--- src/rtl/lfsr_crypt_pkg.sv ---
// Shared definitions for lfsr_crypt_engine: FSM states, tap ROM, space character
// and the width-generic LFSR step and parity helpers (operands up to FN_W bits).
package lfsr_crypt_pkg;

    typedef enum logic [2:0] {
        IDLE,
        PRE,
        BODY,
        POST,
        DONE
    } state_e;

    localparam int FN_W      = 16;
    localparam int ROM_DEPTH = 9;

    localparam logic [6:0] TAP_ROM [ROM_DEPTH] = '{
        7'h60, 7'h48, 7'h78, 7'h72, 7'h6A, 7'h69, 7'h5C, 7'h7E, 7'h7B
    };

    localparam logic [7:0] SPACE_CHAR = 8'h20;

    // Shift left by one, feeding back the XOR of the tapped bits into bit 0.
    function automatic logic [FN_W-1:0] lfsr_next(input logic [FN_W-1:0] s,
                                                  input logic [FN_W-1:0] taps,
                                                  input int              width);
        logic [FN_W-1:0] mask;
        mask = (FN_W'(1) << width) - FN_W'(1);
        return ((s << 1) | FN_W'(^(s & taps))) & mask;
    endfunction

    function automatic logic [FN_W-1:0] add_parity(input logic [FN_W-1:0] x,
                                                   input int              width);
        logic [FN_W-1:0] body;
        body = x & ((FN_W'(1) << (width - 1)) - FN_W'(1));
        return body | (FN_W'(^body) << (width - 1));
    endfunction

endpackage

--- src/rtl/lfsr_crypt_engine_if.sv ---
// Character stream between the engine and its DMA source / DM1 sink.
// The engine uses the slave modport; the driving side uses master.
interface lfsr_crypt_engine_if #(
    parameter int DATA_W = 8
) ();

    logic [DATA_W-1:0] inData;
    logic              inValid;
    logic              inLast;
    logic              inReady;
    logic [DATA_W-1:0] outData;
    logic              outValid;
    logic              outReady;

    modport master (
        output inData, inValid, inLast, outReady,
        input  inReady, outData, outValid
    );

    modport slave (
        input  inData, inValid, inLast, outReady,
        output inReady, outData, outValid
    );

endinterface

--- src/rtl/lfsr_crypt_engine_lfsr_gen.sv ---
// Keystream LFSR: loads a seed (zero replaced by one) and steps once per enable.
module lfsr_gen
    import lfsr_crypt_pkg::*;
#(
    parameter int LFSR_W = 7
) (
    input  logic              clk,
    input  logic              rst_n,
    input  logic              load_i,
    input  logic [LFSR_W-1:0] seed_i,
    input  logic              step_i,
    input  logic [LFSR_W-1:0] taps_i,
    output logic [LFSR_W-1:0] state_o
);

    logic [LFSR_W-1:0] state_q;
    logic [LFSR_W-1:0] state_d;

    always_comb begin
        state_d = state_q;
        if (load_i) begin
            state_d = (seed_i == '0) ? LFSR_W'(1) : seed_i;
        end else if (step_i) begin
            state_d = LFSR_W'(lfsr_next(FN_W'(state_q), FN_W'(taps_i), LFSR_W));
        end
    end

    always_ff @(posedge clk or negedge rst_n) begin
        if (!rst_n) begin
            state_q <= LFSR_W'(1);
        end else begin
            state_q <= state_d;
        end
    end

    assign state_o = state_q;

endmodule

--- src/rtl/lfsr_crypt_engine.sv ---
// LFSR stream-cipher coprocessor: space preamble, XOR body, space padding, parity MSB.
// Define LFSR_CUSTOM_TAP_EN to take taps from the taps_i port instead of the ROM.
module lfsr_crypt_engine
    import lfsr_crypt_pkg::*;
#(
    parameter int LFSR_W  = 7,
    parameter int DATA_W  = 8,
    parameter int MSG_LEN = 64
) (
    input  logic                 clk,
    input  logic                 rst_n,
    input  logic                 start_i,
    input  logic                 mode_i,
`ifdef LFSR_CUSTOM_TAP_EN
    input  logic [LFSR_W-1:0]    taps_i,
`else
    input  logic [3:0]           ptrnSel_i,
`endif
    input  logic [LFSR_W-1:0]    seed_i,
    input  logic [7:0]           preLen_i,
    lfsr_crypt_engine_if.slave   stream,
    output logic                 ack_o,
    output logic [7:0]           errCnt_o,
    output logic                 ptrnErr_o
);

    localparam int               POS_W   = $clog2(MSG_LEN + 1);
    localparam logic [POS_W-1:0] POS_MAX = POS_W'(MSG_LEN);
    localparam logic [POS_W-1:0] POS_ONE = POS_W'(1);

    if (LFSR_W > DATA_W - 1 || DATA_W > FN_W) begin : g_badWidth
        $error("lfsr_crypt_engine: need LFSR_W <= DATA_W-1 and DATA_W <= 16");
    end
`ifndef LFSR_CUSTOM_TAP_EN
    if (LFSR_W != 7) begin : g_badRom
        $error("lfsr_crypt_engine: tap ROM entries require LFSR_W == 7");
    end
`endif

    state_e              state_q, state_d;
    logic                mode_q;
    logic [LFSR_W-1:0]   taps_q;
    logic [POS_W-1:0]    preLim_q;
    logic [POS_W-1:0]    pos_q, pos_d;
    logic [DATA_W-1:0]   outData_q, outData_d;
    logic                outValid_q, outValid_d;
    logic [7:0]          errCnt_q, errCnt_d;
    logic                ptrnErr_q, ptrnErr_d;

    logic                cfgLoad, emit, inReady, ack, slotFree, room;
    logic [DATA_W-1:0]   emitChar;
    logic [LFSR_W-1:0]   lfsrState, startTaps;
    logic [DATA_W-1:0]   lfsrExt;
    logic [POS_W-1:0]    startPreLim;
    logic                startPtrnErr;

    function automatic logic [DATA_W-1:0] encChar(input logic [DATA_W-1:0] c,
                                                  input logic [LFSR_W-1:0] key);
        return DATA_W'(add_parity(FN_W'(c ^ DATA_W'(key)), DATA_W));
    endfunction

    // Configuration decoded from the inputs, captured only when a frame starts.
`ifdef LFSR_CUSTOM_TAP_EN
    assign startTaps    = taps_i;
    assign startPtrnErr = 1'b0;
`else
    logic [3:0] tapIdx;
    assign startPtrnErr = (ptrnSel_i > 4'd8);
    assign tapIdx       = startPtrnErr ? 4'd0 : ptrnSel_i;
    assign startTaps    = LFSR_W'(TAP_ROM[tapIdx]);
`endif

    assign startPreLim = (32'(preLen_i) >= MSG_LEN) ? POS_MAX : POS_W'(preLen_i);
    assign lfsrExt     = DATA_W'(lfsrState);
    assign slotFree    = !outValid_q || stream.outReady;
    assign room        = slotFree && (pos_q != POS_MAX);

    always_comb begin
        state_d    = state_q;
        pos_d      = pos_q;
        outData_d  = outData_q;
        outValid_d = outValid_q && !stream.outReady;
        errCnt_d   = errCnt_q;
        ptrnErr_d  = ptrnErr_q;
        cfgLoad    = 1'b0;
        inReady    = 1'b0;
        emit       = 1'b0;
        emitChar   = '0;
        ack        = 1'b0;

        case (state_q)
            IDLE: begin
                if (start_i) begin
                    cfgLoad   = 1'b1;
                    pos_d     = '0;
                    errCnt_d  = '0;
                    ptrnErr_d = startPtrnErr;
                    state_d   = (!mode_i && preLen_i != 8'd0) ? PRE : BODY;
                end
            end
            PRE: begin
                if (room) begin
                    emit     = 1'b1;
                    emitChar = encChar(DATA_W'(SPACE_CHAR), lfsrState);
                    if (pos_q + POS_ONE == preLim_q) state_d = BODY;
                end
            end
            BODY: begin
                if (mode_q) begin
                    inReady = room;
                    if (room && stream.inValid) begin
                        emit     = 1'b1;
                        emitChar = {1'b0, stream.inData[DATA_W-2:0] ^ lfsrExt[DATA_W-2:0]};
                        if ((stream.inData[DATA_W-1] != ^stream.inData[DATA_W-2:0]) &&
                            (errCnt_q != 8'hFF)) begin
                            errCnt_d = errCnt_q + 8'd1;
                        end
                    end
                end else if (pos_q == POS_MAX) begin
                    state_d = POST;
                end else begin
                    inReady = room;
                    if (room && stream.inValid) begin
                        emit     = 1'b1;
                        emitChar = encChar(stream.inData, lfsrState);
                        if (stream.inLast || (pos_q + POS_ONE == POS_MAX)) state_d = POST;
                    end
                end
            end
            POST: begin
                if (room) begin
                    emit     = 1'b1;
                    emitChar = encChar(DATA_W'(SPACE_CHAR), lfsrState);
                end
            end
            DONE: begin
                ack = 1'b1;
                if (!start_i) state_d = IDLE;
            end
            default: state_d = IDLE;
        endcase

        if (emit) begin
            outData_d  = emitChar;
            outValid_d = 1'b1;
            pos_d      = pos_q + POS_ONE;
        end
        // The frame ends on the transfer of the final character, whatever state generated it.
        if (outValid_q && stream.outReady && pos_q == POS_MAX) state_d = DONE;
    end

    always_ff @(posedge clk or negedge rst_n) begin
        if (!rst_n) begin
            state_q    <= IDLE;
            mode_q     <= 1'b0;
            taps_q     <= '0;
            preLim_q   <= '0;
            pos_q      <= '0;
            outData_q  <= '0;
            outValid_q <= 1'b0;
            errCnt_q   <= '0;
            ptrnErr_q  <= 1'b0;
        end else begin
            state_q    <= state_d;
            pos_q      <= pos_d;
            outData_q  <= outData_d;
            outValid_q <= outValid_d;
            errCnt_q   <= errCnt_d;
            ptrnErr_q  <= ptrnErr_d;
            if (cfgLoad) begin
                mode_q   <= mode_i;
                taps_q   <= startTaps;
                preLim_q <= startPreLim;
            end
        end
    end

    lfsr_gen #(
        .LFSR_W (LFSR_W)
    ) u_lfsrGen (
        .clk     (clk),
        .rst_n   (rst_n),
        .load_i  (cfgLoad),
        .seed_i  (seed_i),
        .step_i  (emit),
        .taps_i  (cfgLoad ? startTaps : taps_q),
        .state_o (lfsrState)
    );

    assign stream.inReady  = inReady;
    assign stream.outData  = outData_q;
    assign stream.outValid = outValid_q;
    assign ack_o           = ack;
    assign errCnt_o        = errCnt_q;
    assign ptrnErr_o       = ptrnErr_q;

endmodule

--- src/flat_wrapper.sv ---
// flat-port wrapper written by rule: the top's interface ports become plain ports
module lfsr_crypt_engine_flat import lfsr_crypt_pkg::*;
#(
    parameter int LFSR_W  = 7,
    parameter int DATA_W  = 8,
    parameter int MSG_LEN = 64
)
  (clk, rst_n, start_i, mode_i, ptrnSel_i, seed_i, preLen_i, ack_o, errCnt_o, ptrnErr_o, stream_inData, stream_inValid, stream_inLast, stream_outReady, stream_inReady, stream_outData, stream_outValid);
  lfsr_crypt_engine_if #(.DATA_W(DATA_W)) stream_i ();
  input  logic clk;
  input  logic rst_n;
  input  logic start_i;
  input  logic mode_i;
  input  logic [3:0] ptrnSel_i;
  input  logic [LFSR_W-1:0] seed_i;
  input  logic [7:0] preLen_i;
  output logic ack_o;
  output logic [7:0] errCnt_o;
  output logic ptrnErr_o;
  input wire logic [$bits(stream_i.inData)-1:0] stream_inData;
  input wire logic [$bits(stream_i.inValid)-1:0] stream_inValid;
  input wire logic [$bits(stream_i.inLast)-1:0] stream_inLast;
  input wire logic [$bits(stream_i.outReady)-1:0] stream_outReady;
  output wire logic [$bits(stream_i.inReady)-1:0] stream_inReady;
  output wire logic [$bits(stream_i.outData)-1:0] stream_outData;
  output wire logic [$bits(stream_i.outValid)-1:0] stream_outValid;
  assign stream_i.inData = stream_inData;
  assign stream_i.inValid = stream_inValid;
  assign stream_i.inLast = stream_inLast;
  assign stream_i.outReady = stream_outReady;
  assign stream_inReady = stream_i.inReady;
  assign stream_outData = stream_i.outData;
  assign stream_outValid = stream_i.outValid;
  lfsr_crypt_engine #(.LFSR_W(LFSR_W), .DATA_W(DATA_W), .MSG_LEN(MSG_LEN)) u_core (.clk(clk), .rst_n(rst_n), .start_i(start_i), .mode_i(mode_i), .ptrnSel_i(ptrnSel_i), .seed_i(seed_i), .preLen_i(preLen_i), .stream(stream_i), .ack_o(ack_o), .errCnt_o(errCnt_o), .ptrnErr_o(ptrnErr_o));
endmodule
--- config.mk ---
export PLATFORM = sky130hd
export DESIGN_NAME = lfsr_crypt_engine_flat
export DESIGN_NICKNAME = d
export VERILOG_FILES = /design/src/rtl/lfsr_crypt_pkg.sv /design/src/rtl/lfsr_crypt_engine_if.sv /design/src/rtl/lfsr_crypt_engine_lfsr_gen.sv /design/src/rtl/lfsr_crypt_engine.sv /design/src/flat_wrapper.sv
export SDC_FILE = /design/constraint.sdc
export NUM_CORES = 1
export LEC_CHECK = 0
export ABC_AREA = 0
export ABC_CLOCK_PERIOD_IN_PS = 7000
export CAP_MARGIN = 20
export CELL_PAD_IN_SITES_DETAIL_PLACEMENT = 1
export CELL_PAD_IN_SITES_GLOBAL_PLACEMENT = 2
export CORE_ASPECT_RATIO = 1.75
export CORE_MARGIN = 1
export CORE_UTILIZATION = 35
export CTS_CLUSTER_SIZE = 30
export DETAILED_ROUTE_END_ITERATION = 8
export PLACE_DENSITY = 0.82
export SLEW_MARGIN = 15
export SYNTH_ARGS = -nofsm -noshare
export SYNTH_HDL_FRONTEND = slang
export SYNTH_SLANG_ARGS = --single-unit
--- constraint.sdc ---
create_clock -name clk -period 7 [get_ports clk]
set_input_delay 1.75 -clock clk [delete_from_list [all_inputs] [get_ports clk]]
set_output_delay 1.75 -clock clk [all_outputs]
set_load 0.02 [all_outputs]
Word level (Yosys, flattened, before mapping)
Memories as Yosys holds them, arrays and structs flattened.
Index checks and enable logic that the tools add are counted.
{ "totals": {"regBits": 50, "mem_bits_ro": 112, "input_bits": 34, "output_inout_bits": 20, "mem_count": 1} }
{ "classes": {"addsub": 2, "order_cmp": 3, "n_eq_ne": 22, "n_mux": 45, "bitwise": 8, "reduce_logical": 28} }
{ "mem_list": {"columns": ["memory", "words", "width", "read_ports", "rd_ports_with_merged_regs", "wr", "line", "text"], "rows": [
  ["(no name shown)", 16, 7, 1, 0, 0, "lfsr_crypt_engine.sv:70", "assign startTaps = LFSR_W'(TAP_ROM[tapIdx]);"]
]} }
{ "op_table": {"columns": ["cell", "n"], "rows": [
  ["7-bit 2-to-1 mux", 11],
  ["8-bit 2-to-1 mux", 8],
  ["16-bit XOR reduction", 3],
  ["8-bit case mux with 2 select lines", 2],
  ["3-bit 2-to-1 mux", 9],
  ["7-bit by 8-bit OR with 8-bit output", 2],
  ["3-bit case mux with 5 select lines", 1],
  ["7-bit == test, second input constant", 2],
  ["7-bit bitwise XOR", 2],
  ["1-bit 2-to-1 mux", 11],
  ["8-bit by 1-bit adder with 8-bit output, second input constant", 1],
  ["8-bit by 7-bit greater-or-equal comparator with 1-bit output, second input constant", 1],
  ["2-bit by 1-bit inequality test with 1-bit output, second input constant", 4],
  ["4-bit by 1-bit inequality test with 1-bit output, second input constant", 2],
  ["8-bit inequality test, second input constant", 1],
  ["8-bit AND reduction", 1],
  ["2-bit nonzero test", 4],
  ["8-bit nonzero test", 1],
  ["7-bit by 1-bit adder with 7-bit output, second input constant", 1],
  ["7-bit AND", 1],
  ["7-bit == test", 1],
  ["1-bit logical AND", 7],
  ["7-bit zero test", 1],
  ["7-bit inequality test, second input constant", 1],
  ["23 further kinds", 30]
]} }

Depth between registers and ports, before layout
{ "logic_depth": {"word_depth": 12, "ltp_mapped": 10} }

Modules after synthesis
From an unflattened synthesis, not the netlist that was laid out.
{ "unflattened": {"cells_unflattened": 334, "area_unflattened_um2": 3020.4} }
{ "by_module_without_submodules": {"columns": ["module", "n_inst", "cells_per_inst", "area_each_um2", "seq_area_each_um2"], "rows": [
  ["lfsr_crypt_engine", 1, 290, 2597.5, 1076.0],
  ["lfsr_gen", 1, 44, 422.9, 176.4]
]} }

Worst setup path before layout
No wires, ideal clock.
{ "synth_timing": {"kind": "input-to-output", "startpoint": "input port stream_outReady", "endpoint": "output port stream_inReady", "t_arrival_ns": 2.273, "t_required_ns": 5.250, "path_slack_ns": 2.977, "stages": 3, "n_path_buf": 0, "path_cell_list": "inv_1 -> a21o_1 -> nor2_1"} }
{ "synth_via": {"elab_chain_cells": 5} }
{ "synth_lines": {"columns": ["item", "line", "text"], "rows": [
  ["start: declaration", "flat_wrapper.sv:23", "input wire logic [$bits(stream_i.outReady)-1:0] stream_outReady;"],
  ["1-bit logical OR *", "lfsr_crypt_engine.sv:75", "assign slotFree = !outValid_q || stream.outReady;"],
  ["1-bit logical AND *", "lfsr_crypt_engine.sv:76", "assign room = slotFree && (pos_q != POS_MAX);"],
  ["1-bit 2-to-1 mux", "lfsr_crypt_engine.sv:119", "end else if (pos_q == POS_MAX) begin"],
  ["1-bit 2-to-1 mux *", "lfsr_crypt_engine.sv:109", "if (mode_q) begin"],
  ["1-bit 2-to-1 mux *", "lfsr_crypt_engine.sv:91", "case (state_q)"],
  ["end: declaration", "flat_wrapper.sv:24", "output wire logic [$bits(stream_i.inReady)-1:0] stream_inReady;"]
]} }
Every way passes the cells marked *; elsewhere a longest branch is shown, timed or not.

Worst setup path after layout
Ends and elaborated chain as after synthesis.

==> reports/metrics.csv <==
metric,value,unit
synthFlopType,dfrtp_1,
cts_resized,0,
power_density,398,nW/um^2
dpl.hpwl,6480,um
max_freq,200,MHz
setup_viol,0,
num_vias,2694,
area_growth,25.5,%
crit_family,buffers and inverters,
ys_top_cells_by_area,"dfrtp_1, nand2_1, o21ai_0",
relSlewSlack,43.4,%
hold_viol,0,
rows,45,
hp-class,reg -> reg,
wire_per_inst,16.9,um
clock_sinks,50,
crit_arrival,3240,ps
synth.distinct_cells,61,
syn-num-nets,384,
synth.avg_cell_area,9.01,sq um
rsz0062_at_grt,no,
synth_largest_area_cell,dfrtp_1,
path_common_cell,clkdlybuf4s50_1,
synth-seq-cells,50,
reg2reg_slack,4330,ps
final_area,3890,sq um
yosysWarnings,0,
crit_path_end_kind,primary output,
grt_max_degree,51,
critPathLaunchType,input pin,
die_h,127,um
worst_pin_slew,843,ps
antenna_found_initial,0,
fin_nets,431,
initial_core_util,36.0,%
clockBufferDepth,2,
path_cells,clkdlybuf4s50_1 > inv_1 > a21o_1 > nor2_1 > clkdlybuf4s50_1,
synth_area,3100,sq um
clock_latency,290,ps
period_minus_slack,4990,ps
port-buffer-count,53,
dieWidth,73.1,um
post_cts_buffers,0,
diodes,0,
cap_violations,0,
status,finished clean,
cts.reportedPaths.clkPinSlew,70,ps
slowest_stage,clkdlybuf4s50_1,
period_share,71.3,%
cts_tree,built,
peakVddDrop,0.181,mV
cts_hold_buffers,0,
cp_max_fo,5,
critPathMaxStageDelay,620,ps
synth.yosys.seq_area_share,40.4,%
drt_iter0_drc,100,
fin_hold_ws,479,ps
gp_congestion,0.839,
dr.pass1.iters,4,
final_cell_mix,"nand2_1, clkdlybuf4s50_1, dfrtp_1",
leakage,0.00165,uW
viasPerCell,5.29,
setup.worst_path.class,in -> out,
syn_inst,344,
netlist.area_leader.share,39.5,%
cp.buffers_inverters,3,
postRouteAntennaNets,0,
core_area,8610,sq um
fin_setup_tns,0,ps
root_buffer,clkbuf_16,
slew_violations,0,
h-tree-depth,2,
layout-drive-gt1-share,7.40,%
postSynth.asyncResetShare,100,%
grt_pass1_wl,14700,um
skew,3.75,ps
crit_required,5250,ps
synth_enable_flop_cells,0,
groute.usage.overall,20.6,%
totalWireLength,8580,um
pin_count,54,
grt_remaining_overflow,0,
cts_buffers,5,
placed_area,3720,sq um
die-area,9250,sq um
drc,0,
grt_pass1_vias,2927,
## sequential cells by signal, indices dropped and copies added (netlist names)
register                  cells
u_core.stream.outData         8
u_core.stream.outValid        1
u_core.state_q                3
u_core.mode_q                 1
u_core.ptrnErr_o              1
u_core.u_lfsrGen.state_o      7
u_core.pos_q                  7
u_core.errCnt_o               8
u_core.taps_q                 7
u_core.preLim_q               7
## final cells by class
cell class                 instances  area (sq um)
timing repair buffer              57           559
clock inverter                     3          40.0
inverter                           7          26.3
sequential                        50          1250
fill                            1020          4720
multi-input combinational        270          1740
clock buffer                       5           125
tap                              117           146
## cell families after synthesis
kind of cell	count (synthesis)	synth area share, %
AO/OA/AOI/OAI	82	16.9
multiplexers	8	2.66
flip-flops	50	40.4
buffers and inverters	24	3.67
XOR/XNOR	27	8.96
AND/OR/NAND/NOR	147	24.9
adder cells (fa/ha/maj)	6	2.42
## power breakdown
group          switching (uW)  internal (uW)  total [uW]
clock                     109            167         276
combinational             378            357         735
sequential                135            403         538
## Yosys cell counts, types with 3 or more instances
cell type  number
a21o_1          3
a21oi_1        18
a221o_1         7
a31oi_1         3
and3_1          5
buf_2           4
clkbuf_1        8
dfrtp_1        49
ha_1            6
inv_1           7
mux2i_1         6
nand2_1        52
nand2b_1        8
nand3_1        12
nor2_1         32
nor2b_1         5
nor3_1          6
o21ai_0        30
o31ai_1         6
or2_2           3
xnor2_1        16
xnor3_1         3
xor2_1          8
## metrics by stage
stage               utilization, %  setup slack, ps  power (uW)  std cells
global route                  45.2             1920        1670        509
floorplan                        -             2980        1040        344
global placement              43.1             2050        1260        500
detailed placement            43.1             2010        1280        500
CTS                           45.1             1990        1570        508
finish                        45.2             2010        1550        509
## worst paths after layout
kind | startpoint | to | depth (start not counted)
worst min register to register | u_core.taps_q[6] | u_core.taps_q[6] | 1
worst max register to register | u_core.pos_q[0] | u_core.errCnt_o[7] | 9
min in group asynchronous | rst_n | u_core.preLim_q[2] | 2
worst max-delay path | stream_outReady | stream_inReady | 5
worst min-delay path | u_core.taps_q[6] | u_core.taps_q[6] | 1
max in group asynchronous | rst_n | u_core.stream.outData[2] | 2
## per-layer routing
| layer | up-vias | part of all wire (%) | GRT usage, % |
|---|---|---|---|
| li1 | 1305 | - | - |
| met1 | 1338 | 38 | 23.0 |
| met2 | 39 | 58 | 38.6 |
| met3 | 12 | 2.0 | 2.70 |
| met4 | 0 | 2.3 | 7.15 |
| met5 | - | 0 | 0 |
(Power assumes the default switching activity.)
